$ cat config.mk
export PLATFORM = sky130hd
export DESIGN_NAME = scarf_regmap_n_edge_counters_snap
export DESIGN_NICKNAME = d
export VERILOG_FILES = /design/src/rtl/scarf_regmap_n_edge_counters_snap_pkg.sv /design/src/rtl/scarf_regmap_n_edge_counters_snap_byte_ptr.sv /design/src/rtl/scarf_regmap_n_edge_counters_snap.sv
export SDC_FILE = /design/constraint.sdc
export NUM_CORES = 1
export LEC_CHECK = 0
export CAP_MARGIN = 30
export CORE_MARGIN = 4
export CORE_UTILIZATION = 42
export CTS_CLUSTER_DIAMETER = 150
export CTS_CLUSTER_SIZE = 30
export DETAILED_ROUTE_END_ITERATION = 10
export PLACE_DENSITY_LB_ADDON = 0.08
export SLEW_MARGIN = 20
export SYNTH_ARGS = -nofsm -noshare
export SYNTH_HDL_FRONTEND = slang
export SYNTH_HIERARCHICAL = 1
export SYNTH_SLANG_ARGS = --single-unit
$ cat constraint.sdc
create_clock -name clk -period 3.89 [get_ports clk]
set_clock_uncertainty 0.05 [all_clocks]
set_input_delay 0.778 -clock clk [delete_from_list [all_inputs] [get_ports clk]]
set_output_delay 0.778 -clock clk [all_outputs]
set_load 0.05 [all_outputs]
$ cat src/rtl/scarf_regmap_n_edge_counters_snap_pkg.sv
// Shared address map and helpers for the SCARF edge-counter register map.
package scarf_regmap_pkg;

  localparam int CFG_EN   = 0;
  localparam int CFG_TRIG = 1;
  localparam int CFG_INV  = 2;
  localparam int CFG_TOUT = 3;
  localparam int CLR      = 4;
  localparam int CAP      = 5;
  localparam int CNT_BASE = 8;
  localparam int NUM_CFG  = 4;

  // Byte address of byte b of counter k in channel ch.
  function automatic int cnt_addr(input int ch, input int k, input int b,
                                  input int num_cnt, input int cnt_bytes);
    return CNT_BASE + (ch * num_cnt + k) * cnt_bytes + b;
  endfunction

endpackage

$ cat src/rtl/scarf_regmap_n_edge_counters_snap_byte_ptr.sv
// Transaction byte pointer: tracks the address byte, auto-increment and end-of-map blocking.
module scarf_byte_ptr #(
  parameter int ADDR_W   = 6,
  parameter int MAX_ADDR = 31,
  parameter int WRAP_EN  = 0
) (
  input  logic              clk,
  input  logic              rst_n_sync,
  input  logic              byte_valid,
  input  logic              finished,
  input  logic [ADDR_W-1:0] addr_in,
  output logic              first_byte,
  output logic [ADDR_W-1:0] address,
  output logic              final_byte
);

  localparam logic [ADDR_W-1:0] MAX_A = ADDR_W'(MAX_ADDR);

  logic              first_byte_q, first_byte_d;
  logic [ADDR_W-1:0] address_q, address_d;
  logic              final_byte_q, final_byte_d;

  always_comb begin
    first_byte_d = first_byte_q;
    address_d    = address_q;
    final_byte_d = final_byte_q;
    // End of transaction wins over a byte arriving in the same clk.
    if (finished) begin
      first_byte_d = 1'b1;
      address_d    = '0;
      final_byte_d = 1'b0;
    end else if (byte_valid) begin
      if (first_byte_q) begin
        first_byte_d = 1'b0;
        address_d    = addr_in;
      end else if (address_q == MAX_A) begin
        if (WRAP_EN != 0) address_d = '0;
        else final_byte_d = 1'b1;
      end else begin
        address_d = address_q + 1'b1;
      end
    end
  end

  always_ff @(posedge clk or negedge rst_n_sync) begin
    if (!rst_n_sync) begin
      first_byte_q <= 1'b1;
      address_q    <= '0;
      final_byte_q <= 1'b0;
    end else begin
      first_byte_q <= first_byte_d;
      address_q    <= address_d;
      final_byte_q <= final_byte_d;
    end
  end

  assign first_byte = first_byte_q;
  assign address    = address_q;
  assign final_byte = final_byte_q;

endmodule

$ cat src/rtl/scarf_regmap_n_edge_counters_snap.sv
// SCARF slave register map: config regs, channel clear pulses, capability byte and
// coherent counter snapshots taken at the address byte of every read.
module scarf_regmap_n_edge_counters_snap
  import scarf_regmap_pkg::*;
#(
  parameter logic [6:0] SLAVE_ID  = 7'h03,
  parameter int         NUM_CH    = 2,
  parameter int         NUM_CNT   = 3,
  parameter int         CNT_BYTES = 4,
  parameter int         NUM_IN    = 4,
  parameter int         ADDR_W    = 6,
  parameter int         WRAP_EN   = 0
) (
  input  logic                                  clk,
  input  logic                                  rst_n_sync,
  input  logic [7:0]                            data_in,
  input  logic                                  data_in_valid,
  input  logic                                  data_in_finished,
  input  logic [6:0]                            slave_id,
  input  logic                                  rnw,
  output logic [7:0]                            read_data_out,
  output logic [NUM_IN-1:0]                     enable,
  output logic [NUM_IN-1:0]                     trig_enable,
  output logic [NUM_IN-1:0]                     cfg_in_inv,
  output logic [NUM_IN-1:0]                     cfg_trig_out,
  output logic [NUM_CH-1:0]                     clear_counts,
  input  logic [NUM_CH*NUM_CNT*CNT_BYTES*8-1:0] count_in
);

  localparam int SNAP_BYTES = NUM_CH * NUM_CNT * CNT_BYTES;
  localparam int MAX_ADDR   = cnt_addr(NUM_CH - 1, NUM_CNT - 1, CNT_BYTES - 1, NUM_CNT, CNT_BYTES);

  logic              valid_slave;
  logic              first_byte;
  logic              final_byte;
  logic [ADDR_W-1:0] address;
  logic              take_snap;
  logic              wr_en;
  logic [7:0]        rd_byte;
  logic              unused_data_bits;

  logic [SNAP_BYTES-1:0][7:0]     snap_q, snap_d;
  logic [NUM_CFG-1:0][NUM_IN-1:0] cfg_q, cfg_d;
  logic [NUM_CH-1:0]              clear_q, clear_d;

  assign valid_slave      = (slave_id == SLAVE_ID);
  assign take_snap        = valid_slave && rnw && first_byte && data_in_valid;
  assign wr_en            = valid_slave && !rnw && data_in_valid && !first_byte && !final_byte;
  assign unused_data_bits = &{1'b0, data_in[7:ADDR_W]};

  scarf_byte_ptr #(
    .ADDR_W   (ADDR_W),
    .MAX_ADDR (MAX_ADDR),
    .WRAP_EN  (WRAP_EN)
  ) u_byte_ptr (
    .clk        (clk),
    .rst_n_sync (rst_n_sync),
    .byte_valid (data_in_valid && valid_slave),
    .finished   (data_in_finished),
    .addr_in    (data_in[ADDR_W-1:0]),
    .first_byte (first_byte),
    .address    (address),
    .final_byte (final_byte)
  );

  always_comb begin
    snap_d  = take_snap ? count_in : snap_q;
    cfg_d   = cfg_q;
    clear_d = '0;
    if (wr_en) begin
      for (int i = 0; i < NUM_CFG; i++) begin
        if (address == ADDR_W'(i)) cfg_d[i] = data_in[NUM_IN-1:0];
      end
      if (address == ADDR_W'(CLR)) clear_d = data_in[NUM_CH-1:0];
    end
  end

  always_ff @(posedge clk or negedge rst_n_sync) begin
    if (!rst_n_sync) begin
      snap_q  <= '0;
      cfg_q   <= '0;
      clear_q <= '0;
    end else begin
      snap_q  <= snap_d;
      cfg_q   <= cfg_d;
      clear_q <= clear_d;
    end
  end

  // Unmatched addresses (CLR, reserved, past MAX_ADDR) fall through to 0.
  always_comb begin
    rd_byte = 8'h00;
    for (int i = 0; i < NUM_CFG; i++) begin
      if (address == ADDR_W'(i)) rd_byte = 8'(cfg_q[i]);
    end
    if (address == ADDR_W'(CAP)) rd_byte = {4'(NUM_CNT), 4'(NUM_CH)};
    for (int i = 0; i < SNAP_BYTES; i++) begin
      if (address == ADDR_W'(CNT_BASE + i)) rd_byte = snap_q[i];
    end
  end

  always_comb begin
    read_data_out = 8'h00;
    if (valid_slave && rnw) begin
      if (first_byte)       read_data_out = {1'b0, SLAVE_ID};
      else if (!final_byte) read_data_out = rd_byte;
    end
  end

  assign enable       = cfg_q[CFG_EN];
  assign trig_enable  = cfg_q[CFG_TRIG];
  assign cfg_in_inv   = cfg_q[CFG_INV];
  assign cfg_trig_out = cfg_q[CFG_TOUT];
  assign clear_counts = clear_q;

endmodule

==> metrics.cfg, run 1 <==
[sta]
drv_slew=0
tightest_slew_ns=0.9177
fin_crit_sh=0.9962
fmax_mhz=258.1
slew_headroom=0.3882
setup_viol=0
rsz0062_at_grt=true
period_minus_slack_ns=3.875
hold_viol=0

[layout]
final_cell_area_mm2=0.01447
final_util=0.5899
area_growth_pct=37.08
multi_input_area_mm2=0.005067
final_nets=1345
ff_latch_area_mm2=0.005463
n_antenna_cell=0
layout-drive-gt1-share=0.3545
fillers=2098

[logic_synthesis]
synth_top_flop_cell=dfrtp_1
synthXorXnorAreaFrac=0.002489
async_flop_share=1.000
avgSynthCellArea_um2=12.54
synth.area.top_cells=dfrtp_1 51%, mux2_2 23%, buf_6 2.1%
synth.most_common_cell=dfrtp_1
synth_common_cells=217 x dfrtp_1, 212 x mux2_2, 40 x nor2_1
netlist_instances=842
ys_seq_area_frac=0.5168
synth.largest_area_cell=dfrtp_1
synth_top_family_by_area=multiplexers
synthSimpleGateAreaFrac=0.09564
yosysWarnings=6
synth-seq-cells=218
yosysTopAreaCellShare=0.5143
synth_fp_nets=1055
synth_cell_types=73
synth_edf_count=0
synth_compound_area_frac=0.1084
synth.area.mux_share=0.2389
synthAdderAreaFrac=0.001185
syn_area_mm2=0.01056

[route]
routed_via_density=5.540
finalWirelength_um=32430
drcViolationCount=0
first_pass_iters=5
antenna_left=0
via_count=8077
routedWlPerCell_um=22.24
detailedRoute.firstIterationViolations=542

[worst_setup_path]
worstSetupPathType=register to output port
crit_slowest_cell=or4b_4
cp_max_fo=5
crit_required_ns=3.06
cp-start-kind=register
path_cells=buf_6 > or4b_4 > nor3_1 > nor4_2 > a21boi_1 > a221o_1 > nor4_2 > nor4_2 > buf_4 > buf_12
cp-end-kind=output port
max_stage_delay_ns=0.60
cp_common_cell=nor4_2
rrSetupSlack_ns=1.74
worstPathArrival_ns=3.05

[global_routing]
grt_pass1_wl_um=49530
grt_max_degree=102
antenna_found_initial=0
gr-total-overflow=0
grtUsageTotal=0.2256
grt_pass1_vias=8442

[power_and_ir_drop]
power_frac_comb=0.096
internal_power_mw=3.165
power.clock.fraction=0.316
power_switching_mw=0.9311
leakagePower_nw=6.588
p_seq_frac=0.588
ir_drop_mv=0.2470
p_per_area_mw_per_mm2=283.0
sw_frac_of_total=0.2273

[placement]
finalWeightedCongestion=0.8572
dp_hpwl_um=24430
place_area_mm2=0.01363
placement.io_buffers=235

[floorplan]
fp.coreArea_mm2=0.02453
die_y_um=166.5
ios=238
die_area_mm2=0.02774
die_w_um=166.5
initial_utilization=0.4303
num_rows=57

[clock_network]
h-tree-depth=1
cts_hold_buffers=0
clockBufferDepth=3
cts_sinks=218
cts_tree=built
numCtsBuffers=11
cts-root-buf=clkbuf_16
clk_latency_ns=0.47
cts.clk_slew.worst_paths_ns=0.11

[worst_hold_path]
holdCritPathClass=primary input to asynchronous set/reset pin

[status]
status=complete, no violations

[job]
maxCapViolations=0

cells by family (layout without fill, tap and decap cells):
| logic type | count (synthesis) | count (layout) |
|---|---|---|
| multiplexers | 223 | 223 |
| AND/OR/NAND/NOR | 184 | 184 |
| buffers and inverters | 55 | 347 |
| adder cells (fa/ha/maj) | 1 | 1 |
| XOR/XNOR | 3 | 3 |
| AO/OA/AOI/OAI | 158 | 158 |
| flip-flops | 218 | 218 |
stage by stage:
| step | hold slack (ns) | setup WS, ns | total power [mW] | cells | setup TNS [ns] |
|---|---|---|---|---|---|
| 6_report | 0.2962 | 0.01492 | 4.096 | 1458 | 0 |
| 5_1_grt | 0.3845 | -0.1123 | 4.247 | 1458 | -0.2751 |
| 4_1_cts | 0.3805 | -0.009460 | 4.137 | 1451 | -0.009460 |
| 3_5_place_dp | 0.4377 | -0.04030 | 2.848 | 1426 | -0.04030 |
| 3_3_place_gp | 0.4331 | -0.07027 | 2.843 | 1426 | -0.09170 |
| 2_1_floorplan | 0.4199 | -0.006163 | 2.529 | 842 | -0.006163 |
per-layer routing:
layer,GRT usage,vias to the layer above,part of all wire
met4,0.03166,0,0.013
met3,0.04195,19,0.060
met2,0.3475,251,0.45
met1,0.3431,4075,0.47
met5,0,-,0
li1,-,3732,-
power groups by stage:
stage	logic, mW	registers (mW)	clock network (mW)
after CTS	0.399	2.41	1.33
after detailed placement	0.396	2.45	0
after floorplan	0.0984	2.43	0
after global routing	0.426	2.42	1.40
final	0.393	2.41	1.29
after global placement	0.394	2.45	0
placed cells by master (no fill, tap or decap), types with 9 or more instances in the layout:
master and instances:
mux2_2 212, nand3_1 24, clkbuf_16 11, o22ai_1 10, a21oi_1 15, a221oi_1 9
dfrtp_1 212, mux2i_1 9, buf_6 11, nand2_1 35, buf_4 77, o21ai_0 20
a22oi_1 20, nor2_1 28, buf_12 11, clkdlybuf4s50_1 226
flip-flops by register name, summed over array words and instances (netlist names):
register and cells:
clear_counts 2, enable 4, cfg_in_inv 4, trig_enable 4, u_byte_ptr/final_byte 1, snap_q 192
u_byte_ptr/first_byte 1, u_byte_ptr/address 6, cfg_trig_out 4
what timing repair did:
| action | 4_1_cts | 5_1_grt |
|---|---|---|
| pin swaps | 10 | 17 |
| setup buffers | 10 | 9 |
| setup endpoints to repair | 8 | 8 |
| gates resized for setup | 57 | 37 |
final timing paths:
check,startpoint,to,depth (start not counted)
worst min register to register,snap_q[160],snap_q[160],1
worst max register to register,u_byte_ptr/address[2],cfg_in_inv[1],5
worst min-delay path,rst_n_sync,cfg_in_inv[0],1
min in group clk,snap_q[160],snap_q[160],1
worst max-delay path,u_byte_ptr/address[1],read_data_out[3],10
max in group asynchronous,rst_n_sync,snap_q[71],2
worst max-delay path, delay by kind of cell (launching register included):
kind            cells  cell delay (ns)
flops               1             0.45
simple gates        5             1.24
compound gates      2             0.45
buf+inv             3             0.42
layout make-up:
class                   count  area share
flip-flops and latches    218      0.3775
clock inverters             1    0.002075
repair buffers            326      0.2210
multi-input cells         569      0.3501
well taps                 324     0.02801
inverters                   6    0.001556
clock buffers              14     0.01980
Power figures use the tool's default switching activity.
==> run 2: changes to the inputs <==
- SLEW_MARGIN: 20 -> not set
==> results of run 2 <==
Final layout, timing and power as in run 1 (identical DEF).
==> run 3: changes to the inputs <==
- CTS_CLUSTER_SIZE: 30 -> 24
- RECOVER_POWER: not set -> 100
==> metrics.cfg, run 3 (synthesized netlist as in run 1, its figures left out) <==
[status]
status=complete, but fails checks
failed_checks=max-capacitance violations, max-slew violations, negative setup slack

[job]
maxCapViolations=1

[placement]
finalWeightedCongestion=0.8572
placement.io_buffers=235
place_area_mm2=0.01363
dp_hpwl_um=24430

[worst_setup_path]
cp_max_fo=5
crit_path_end=read_data_out[5]
crit_start=u_byte_ptr/address[0]
cp-end-kind=output port
r2r_start=u_byte_ptr/first_byte
crit_required_ns=3.06
worstSetupPathType=register to output port
cp-start-kind=register
rrSetupSlack_ns=1.13
r2r_cells=3
rr_endpoint=snap_q[165]
worstPathArrival_ns=3.11

[route]
first_pass_iters=4
routed_via_density=5.560
drcViolationCount=0
routedWlPerCell_um=22.18
detailedRoute.firstIterationViolations=525
finalWirelength_um=32540
antenna_left=0
via_count=8156

[sta]
period_minus_slack_ns=3.935
tightest_slew_ns=2.689
fin_ws_ns=-0.04506
hold_viol=0
drv_slew=102
fmax_mhz=254.1
hold_ws_ns=0.4566
slew_headroom=-0.7930
rsz0062_at_grt=true
fin_crit_sh=1.012
setup_viol=1

[global_routing]
grtUsageTotal=0.2260
antenna_found_initial=1
grt_pass1_vias=8449
grt_pass1_wl_um=49680
gr-total-overflow=0
grt_max_degree=102

[floorplan]
ios=238
initial_utilization=0.4303
num_rows=57
fp.coreArea_mm2=0.02453
die_area_mm2=0.02774
die_w_um=166.5
die_y_um=166.5

[layout]
area_growth_pct=37.82
layout-drive-gt1-share=0.3561
regMostFlops=snap_q
largest_register_ffs=192
n_antenna_cell=0
final_cell_area_mm2=0.01455
final_nets=1353
layout_common_cells=212 x mux2_2, 212 x dfrtp_1, 208 x clkdlybuf4s50_1
final_util=0.5931

[clock_network]
cts_tree=built
cts_hold_buffers=0
numCtsBuffers=13
h-tree-depth=1
cts-root-buf=clkbuf_16
cts_sinks=218
cts.clk_slew.worst_paths_ns=0.11
clockBufferDepth=3
clk_latency_ns=0.48

[power_and_ir_drop]
ir_drop_mv=0.3849
total_power_mw=4.211
leakagePower_nw=6.706
p_per_area_mw_per_mm2=289.4

[worst_hold_path]
holdCritPathClass=register to register

==> run 3: how the worst min path moves through the flow <==
| stage | startpoint | slack [ns] | end | depth (start not counted) |
|---|---|---|---|---|
| after global placement | snap_q[65] | 0.43 | snap_q[65] | 1 |
| after detailed placement | snap_q[66] | 0.44 | snap_q[66] | 1 |
| after floorplan | snap_q[29] | 0.42 | snap_q[29] | 1 |
| after global routing | snap_q[31] | 0.47 | snap_q[31] | 1 |
| after CTS | rst_n_sync | 0.38 | clear_counts[1] | 1 |
| final | snap_q[76] | 0.46 | snap_q[76] | 1 |
==> run 3: what timing repair did <==
action	4_1_cts	5_1_grt
pin swaps	10	33
setup buffers	11	15
resized for setup	52	45
endpoints found under the setup margin	8	8
==> run 3: layout make-up <==
type	instances	area (um^2)
Sequential cell	218	5463
Tap cell	324	405.4
Multi-Input combinational cell	569	5105
Clock buffer	17	340.3
Fill cell	2108	9983
Clock inverter	1	30.03
Inverter	6	22.52
Timing Repair Buffer	332	3184
==> run 3: layer usage <==
layer / vias to the layer above / part of all wire / wire [um] / GRT usage
li1: 3753 / - / - / -
met1: 4106 / 0.47 / 15230 / 0.3438
met2: 268 / 0.46 / 14830 / 0.3491
met3: 27 / 0.062 / 2032 / 0.04006
met4: 2 / 0.013 / 429 / 0.03202
met5: - / 0.00040 / 13 / 0
==> run 3: critical path, stage by stage (launching register included) <==
cell and delay [ns]:
dfrtp_1 0.44, buf_6 0.14, buf_6 0.10, or4b_4 0.60
nor2_4 0.19, buf_6 0.14, a221oi_2 0.06, o211ai_1 0.39
o221ai_2 0.19, a31oi_2 0.21, buf_12 0.17
==> run 3: metrics by stage <==
step / std cells / setup slack [ns] / setup TNS [ns]
floorplan: 842 / -0.006163 / -0.006163
global placement: 1426 / -0.07027 / -0.09170
detailed placement: 1426 / -0.04030 / -0.04030
CTS: 1455 / -0.01257 / -0.01257
global route: 1467 / -0.1258 / -1.303
finish: 1467 / -0.04506 / -0.04506
==> run 3: report_power, final <==
| part | internal, mW | leakage (nW) | switching (mW) |
|---|---|---|---|
| Combinational | 0.263 | 3.53 | 0.126 |
| Clock | 0.635 | 0.176 | 0.779 |
| Sequential | 2.36 | 3.00 | 0.0526 |
| Total | 3.25 | 6.71 | 0.958 |
==> RTL edit 1: new RTL, flow settings as in run 1 <==
`WRAP_EN` is set to 0 in 2 places; all go to 1.
--- a/src/rtl/scarf_regmap_n_edge_counters_snap_byte_ptr.sv
+++ b/src/rtl/scarf_regmap_n_edge_counters_snap_byte_ptr.sv
@@ -2,7 +2,7 @@
 module scarf_byte_ptr #(
   parameter int ADDR_W   = 6,
   parameter int MAX_ADDR = 31,
-  parameter int WRAP_EN  = 0
+  parameter int WRAP_EN  = 1
 ) (
   input  logic              clk,
   input  logic              rst_n_sync,
--- a/src/rtl/scarf_regmap_n_edge_counters_snap.sv
+++ b/src/rtl/scarf_regmap_n_edge_counters_snap.sv
@@ -9,7 +9,7 @@
   parameter int         CNT_BYTES = 4,
   parameter int         NUM_IN    = 4,
   parameter int         ADDR_W    = 6,
-  parameter int         WRAP_EN   = 0
+  parameter int         WRAP_EN   = 1
 ) (
   input  logic                                  clk,
   input  logic                                  rst_n_sync,
Function: changed (Yosys sat finds a counterexample within 4 cycles, from zero or initial values and one cycle with rst_n_sync low).
==> RTL edit 1 against run 1 <==
The run now ends with negative setup slack left. Largest cell class unchanged. Largest power group unchanged. Sequential cell count is 1 lower. Fmax down 1.1%. Global-route usage is 0.28 points lower. Total power fell by 0.63%. Wire length grew 0.89%. Sequential share of layout area is 0.48 points lower. Critical path depth unchanged. Area after synthesis is 0.12% higher. Setup slack lost 0.044 ns. Highest routed layer unchanged. Count of clock-buffer cells in the layout stayed put. Final area is 0.81% higher.
==> RTL edit 1: results <==
[clocking]
cts_root_buffer = clkbuf_16
htreeDepth = 1
cts_buffers = 11
clk_pin_slew_ns = 0.12

[power_and_ir_drop]
switchingPower_uw = 917
leakage_uw = 0.00665
ir_worst_vdd_uv = 286

[global_route]
grt_start_max_net_pins = 120
track_usage = 0.223
grt_pass1_vias = 8422
grt_first_pass_wirelength_mm = 49.1
antenna_found_initial = 0

[status]
violations = negative setup slack
status = finished, violations left

[cells_and_area]
largest_register_ffs = 192
fill_cells = 2095
diodes = 0
finalNetCount = 1349
post_route_cells_drive_above_1_share = 0.366
largest_register = snap_q

[logic_synthesis]
synth_fp_nets = 1057
synth_cell_types = 75
synthArstFlopShare = 1.00
synthTopCellsByCount = dfrtp_1 (216), mux2_2 (211), nor2_1 (39)
yosysTopAreaCell = dfrtp_1
yosysWarningCount = 6
synth-edff-count = 0
synthTopCellsByArea = dfrtp_1 (51%), mux2_2 (22%), buf_6 (2.1%)
seq_area_frac_synth = 0.514

[setup_path]
crit-reg2reg-launch = u_byte_ptr/address[2]
crit_fanout = 5
crit_arrival_ns = 3.09
crit_start = u_byte_ptr/address[1]
r2r-end = cfg_trig_out[3]
r2r_slack_ns = 1.51

[hold_path]
min_path_type = in -> async

[sta]
tightestPinTransition_ns = 0.996
final_max_slew_viol_count = 0
finalSetupViolCount = 2
setup_ws_ns = -0.0287

[drt]
drt-total-wl_mm = 32.7
wl_met3_mm = 2.18
vias_per_cell = 5.60
met1_length_mm = 14.9
topRoutingLayerUsed = met4
met2_length_mm = 15.2
drt-pass1-iter-count = 5
drt_iter0_drc = 664

[placement]
dpl.hpwl_mm = 24.1
gp_congestion = 0.816
placed_area_sq_um = 13600
[RTL edit 1: changes by cell type after synthesis, moves of 2 or more]
cell,before,now
a21oi_1,21,23
xnor2_1,2,0
mux2i_1,9,11
nand3b_1,1,3
a22o_1,6,2
a211oi_1,9,13
nor3_1,11,13
buf_4,3,5
nand2_1,38,32
and3_2,0,3
[RTL edit 1: worst max-delay path by stage]
stage	slack, ns	end	cells after the start
final	-0.03	read_data_out[7]	10
after CTS	-0.03	read_data_out[3]	12
after detailed placement	-0.07	read_data_out[5]	8
after floorplan	-0.005	read_data_out[7]	8
after global placement	-0.09	read_data_out[5]	8
after global routing	-0.14	read_data_out[7]	10
[RTL edit 1: kinds of logic after synthesis]
group / Yosys count / share of synthesized area
multiplexers: 224 / 0.239
flip-flops: 217 / 0.514
AND/OR/NAND/NOR: 185 / 0.0977
AO/OA/AOI/OAI: 158 / 0.109
buffers and inverters: 58 / 0.0382
adder cells (fa/ha/maj): 1 / 0.00118
other: 1 / 0.000355
[RTL edit 1: metrics by stage]
step	hold WS [ns]	setup TNS (ns)	worst slack, ns	instances	utilization
global placement	0.431	-0.0874	-0.0874	1422	0.555
finish	0.309	-0.0492	-0.0287	1462	0.595
global route	0.340	-0.548	-0.141	1462	0.595
detailed placement	0.439	-0.0726	-0.0726	1422	0.555
CTS	0.336	-0.0498	-0.0275	1450	0.579
floorplan	0.420	-0.00520	-0.00520	844	-
[RTL edit 1: worst max-delay path, cell delays in order, from the launching register on]
cell	delay, ns
dfrtp_2	0.45
buf_6	0.12
or4b_4	0.60
nor2_4	0.22
buf_6	0.12
a221o_1	0.20
nor4_4	0.07
a21oi_4	0.17
o221ai_2	0.13
a211oi_2	0.30
clkbuf_16	0.22
[RTL edit 1: per-layer routing]
layer / GRT usage / vias up
li1: - / 3754
met1: 0.327 / 4105
met2: 0.359 / 296
met3: 0.0393 / 26
met4: 0.0277 / 0
met5: 0 / -
[RTL edit 1: power by group through the flow]
stage | combinational [uW] | clock [uW] | sequential (uW)
6_report | 393 | 1280 | 2400
5_1_grt | 427 | 1400 | 2410
4_1_cts | 399 | 1330 | 2400
3_5_place_dp | 395 | 0 | 2440
3_3_place_gp | 392 | 0 | 2440
2_1_floorplan | 99.7 | 0 | 2420
[RTL edit 1: area by class of cell]
type                            count  area share
Timing Repair Buffer              330       0.223
Sequential cell                   217       0.373
Multi-Input combinational cell    569       0.353
Clock buffer                       14      0.0196
Tap cell                          324      0.0278
Inverter                            7     0.00180
Clock inverter                      1     0.00206
[RTL edit 1: what timing repair did]
| action | CTS | global route |
|---|---|---|
| hold endpoints to repair | 0 | 0 |
| gates resized for setup | 42 | 66 |
| gates cloned | 0 | 1 |
| buffers inserted | 14 | 14 |
| pin swaps | 8 | 33 |
| setup endpoints to repair | 7 | 8 |
==> RTL edit 2: new RTL, config.mk and constraints of run 1 <==
Made on the original files. Add an input register stage for `data_in`, `data_in_valid`, `data_in_finished`, `slave_id`, `rnw` and `count_in`; this delays them by one clock.
--- a/src/rtl/scarf_regmap_n_edge_counters_snap.sv
+++ b/src/rtl/scarf_regmap_n_edge_counters_snap.sv
@@ -30,6 +30,31 @@
   localparam int SNAP_BYTES = NUM_CH * NUM_CNT * CNT_BYTES;
   localparam int MAX_ADDR   = cnt_addr(NUM_CH - 1, NUM_CNT - 1, CNT_BYTES - 1, NUM_CNT, CNT_BYTES);
 
+  logic [7:0] data_q;
+  logic data_in_valid_q;
+  logic data_in_finished_q;
+  logic [6:0] slave_id_q;
+  logic rnw_q;
+  logic [NUM_CH*NUM_CNT*CNT_BYTES*8-1:0] count_q;
+
+  always_ff @(posedge clk or negedge rst_n_sync) begin
+    if (!rst_n_sync) begin
+      data_q             <= '0;
+      data_in_valid_q    <= '0;
+      data_in_finished_q <= '0;
+      slave_id_q         <= '0;
+      rnw_q              <= '0;
+      count_q            <= '0;
+    end else begin
+      data_q             <= data_in;
+      data_in_valid_q    <= data_in_valid;
+      data_in_finished_q <= data_in_finished;
+      slave_id_q         <= slave_id;
+      rnw_q              <= rnw;
+      count_q            <= count_in;
+    end
+  end
+
   logic              valid_slave;
   logic              first_byte;
   logic              final_byte;
@@ -43,10 +68,10 @@
   logic [NUM_CFG-1:0][NUM_IN-1:0] cfg_q, cfg_d;
   logic [NUM_CH-1:0]              clear_q, clear_d;
 
-  assign valid_slave      = (slave_id == SLAVE_ID);
-  assign take_snap        = valid_slave && rnw && first_byte && data_in_valid;
-  assign wr_en            = valid_slave && !rnw && data_in_valid && !first_byte && !final_byte;
-  assign unused_data_bits = &{1'b0, data_in[7:ADDR_W]};
+  assign valid_slave      = (slave_id_q == SLAVE_ID);
+  assign take_snap        = valid_slave && rnw_q && first_byte && data_in_valid_q;
+  assign wr_en            = valid_slave && !rnw_q && data_in_valid_q && !first_byte && !final_byte;
+  assign unused_data_bits = &{1'b0, data_q[7:ADDR_W]};
 
   scarf_byte_ptr #(
     .ADDR_W   (ADDR_W),
@@ -55,23 +80,23 @@
   ) u_byte_ptr (
     .clk        (clk),
     .rst_n_sync (rst_n_sync),
-    .byte_valid (data_in_valid && valid_slave),
-    .finished   (data_in_finished),
-    .addr_in    (data_in[ADDR_W-1:0]),
+    .byte_valid (data_in_valid_q && valid_slave),
+    .finished   (data_in_finished_q),
+    .addr_in    (data_q[ADDR_W-1:0]),
     .first_byte (first_byte),
     .address    (address),
     .final_byte (final_byte)
   );
 
   always_comb begin
-    snap_d  = take_snap ? count_in : snap_q;
+    snap_d  = take_snap ? count_q : snap_q;
     cfg_d   = cfg_q;
     clear_d = '0;
     if (wr_en) begin
       for (int i = 0; i < NUM_CFG; i++) begin
-        if (address == ADDR_W'(i)) cfg_d[i] = data_in[NUM_IN-1:0];
+        if (address == ADDR_W'(i)) cfg_d[i] = data_q[NUM_IN-1:0];
       end
-      if (address == ADDR_W'(CLR)) clear_d = data_in[NUM_CH-1:0];
+      if (address == ADDR_W'(CLR)) clear_d = data_q[NUM_CH-1:0];
     end
   end
 
@@ -101,7 +126,7 @@
 
   always_comb begin
     read_data_out = 8'h00;
-    if (valid_slave && rnw) begin
+    if (valid_slave && rnw_q) begin
       if (first_byte)       read_data_out = {1'b0, SLAVE_ID};
       else if (!final_byte) read_data_out = rd_byte;
     end
Check against the original RTL: not equivalent (Yosys sat finds a counterexample within 4 cycles, from zero or initial values and one cycle with rst_n_sync low).
==> RTL edit 2 against run 1 <==
Combinational power increased by 130%. Via count increased by 25%. Die area increased by 57%. Area after synthesis increased by 60%. Setup slack improved by 0.029 ns. Non-clock buffer count decreased by 4. Wire length increased by 38%. Total power increased by 94%. Critical path type unchanged. Largest cell class unchanged. First-iteration DRC count increased by 43%. Sequential cell count increased by 208. Final area increased by 47%.
==> RTL edit 2: results <==
[status]
status = completed

[logic_synthesis]
synth_xor_area_frac = 0
seq_area_frac_synth = 0.629
synthAdderAreaFrac = 0.000738
synth_cell_types = 81
synthTopCellsByCount = dfrtp_1 (425), mux2_4 (180), a21oi_1 (50)
yosysTopAreaCellShare = 0.628
synth_fp_nets = 1339
synth-compound-area-share = 0.0773
synthTopCellsByArea = dfrtp_1 (63%), mux2_4 (16%), mux2_2 (2.3%)
syn_inst = 1126
synthMuxAreaShare = 0.207

[setup_path]
r2r_slack_ns = 1.17
r2r-end = snap_q[1]
crit_fanout = 7
timing.critical_path.to = read_data_out[6]
crit_arrival_ns = 3.02
reg2reg_depth = 7
critical-path-top-delay-family = compound AO/OA/AOI/OAI gates
crit_start = u_byte_ptr/address[3]
critPathSlowestCell = dfrtp_2
crit-reg2reg-launch = slave_id_q[6]
cp_slowest_stage_delay_ns = 0.45

[drt]
vias_per_cell = 5.23
wire_per_inst_um = 23.1
vias = 10100

[power_and_ir_drop]
p_int_uw = 6040
p_seq_frac = 0.598
ir_worst_vdd_uv = 296
seq-power_uw = 4750
leakage_uw = 0.00986
combPwrFrac = 0.112

[cells_and_area]
finalNetCount = 1614
seqCellArea_sq_um = 10700
post_route_cells_drive_above_1_share = 0.293
fill_cells = 3402

[sta]
slew_headroom = 0.379
fin_crit_sh = 0.989
whs_ns = 0.177

[global_route]
grt_start_max_net_pins = 115
grt_first_pass_wirelength_mm = 67.3
grt_pass1_vias = 10600
track_usage = 0.199

[placement]
placed_area_sq_um = 20100
dpl.hpwl_mm = 30.8
place_ws_ns = 0.192
place_inst = 1881

[clocking]
clk_pin_slew_ns = 0.12
cts_buffers = 18
clk_latency_ns = 0.55
-- RTL edit 2: changes by cell type after synthesis, moves of 7 or more --
cell,delta
a21oi_1,+29
a221oi_1,-7
a22oi_1,-14
and2_1,-7
buf_2,+14
dfrtp_1,+208
mux2_2,-178
mux2_4,+180
mux2i_1,+13
mux4_2,+7
nand3_1,-9
nor3_1,+9
o21ai_0,+17
-- RTL edit 2: timing repair --
action	in CTS	in global routing
endpoints found under the setup margin	8	8
pin swaps	13	18
buffers inserted	14	10
resized for setup	28	53
endpoints found under the hold margin	0	0
cloned	0	1
-- RTL edit 2: cell type report --
class / count / area share
clock inverters: 1 / 0.00141
multi-input cells: 626 / 0.285
clock buffers: 26 / 0.0236
repair buffers: 322 / 0.155
inverters: 7 / 0.00141
flip-flops and latches: 426 / 0.503
well taps: 525 / 0.0309
-- RTL edit 2: layer usage --
layer	GRT usage	vias up	share of wire
met1	0.310	5189	0.48
met4	0.0398	0	0.021
met3	0.0303	43	0.049
li1	-	4587	-
met2	0.299	284	0.45
met5	0	-	0
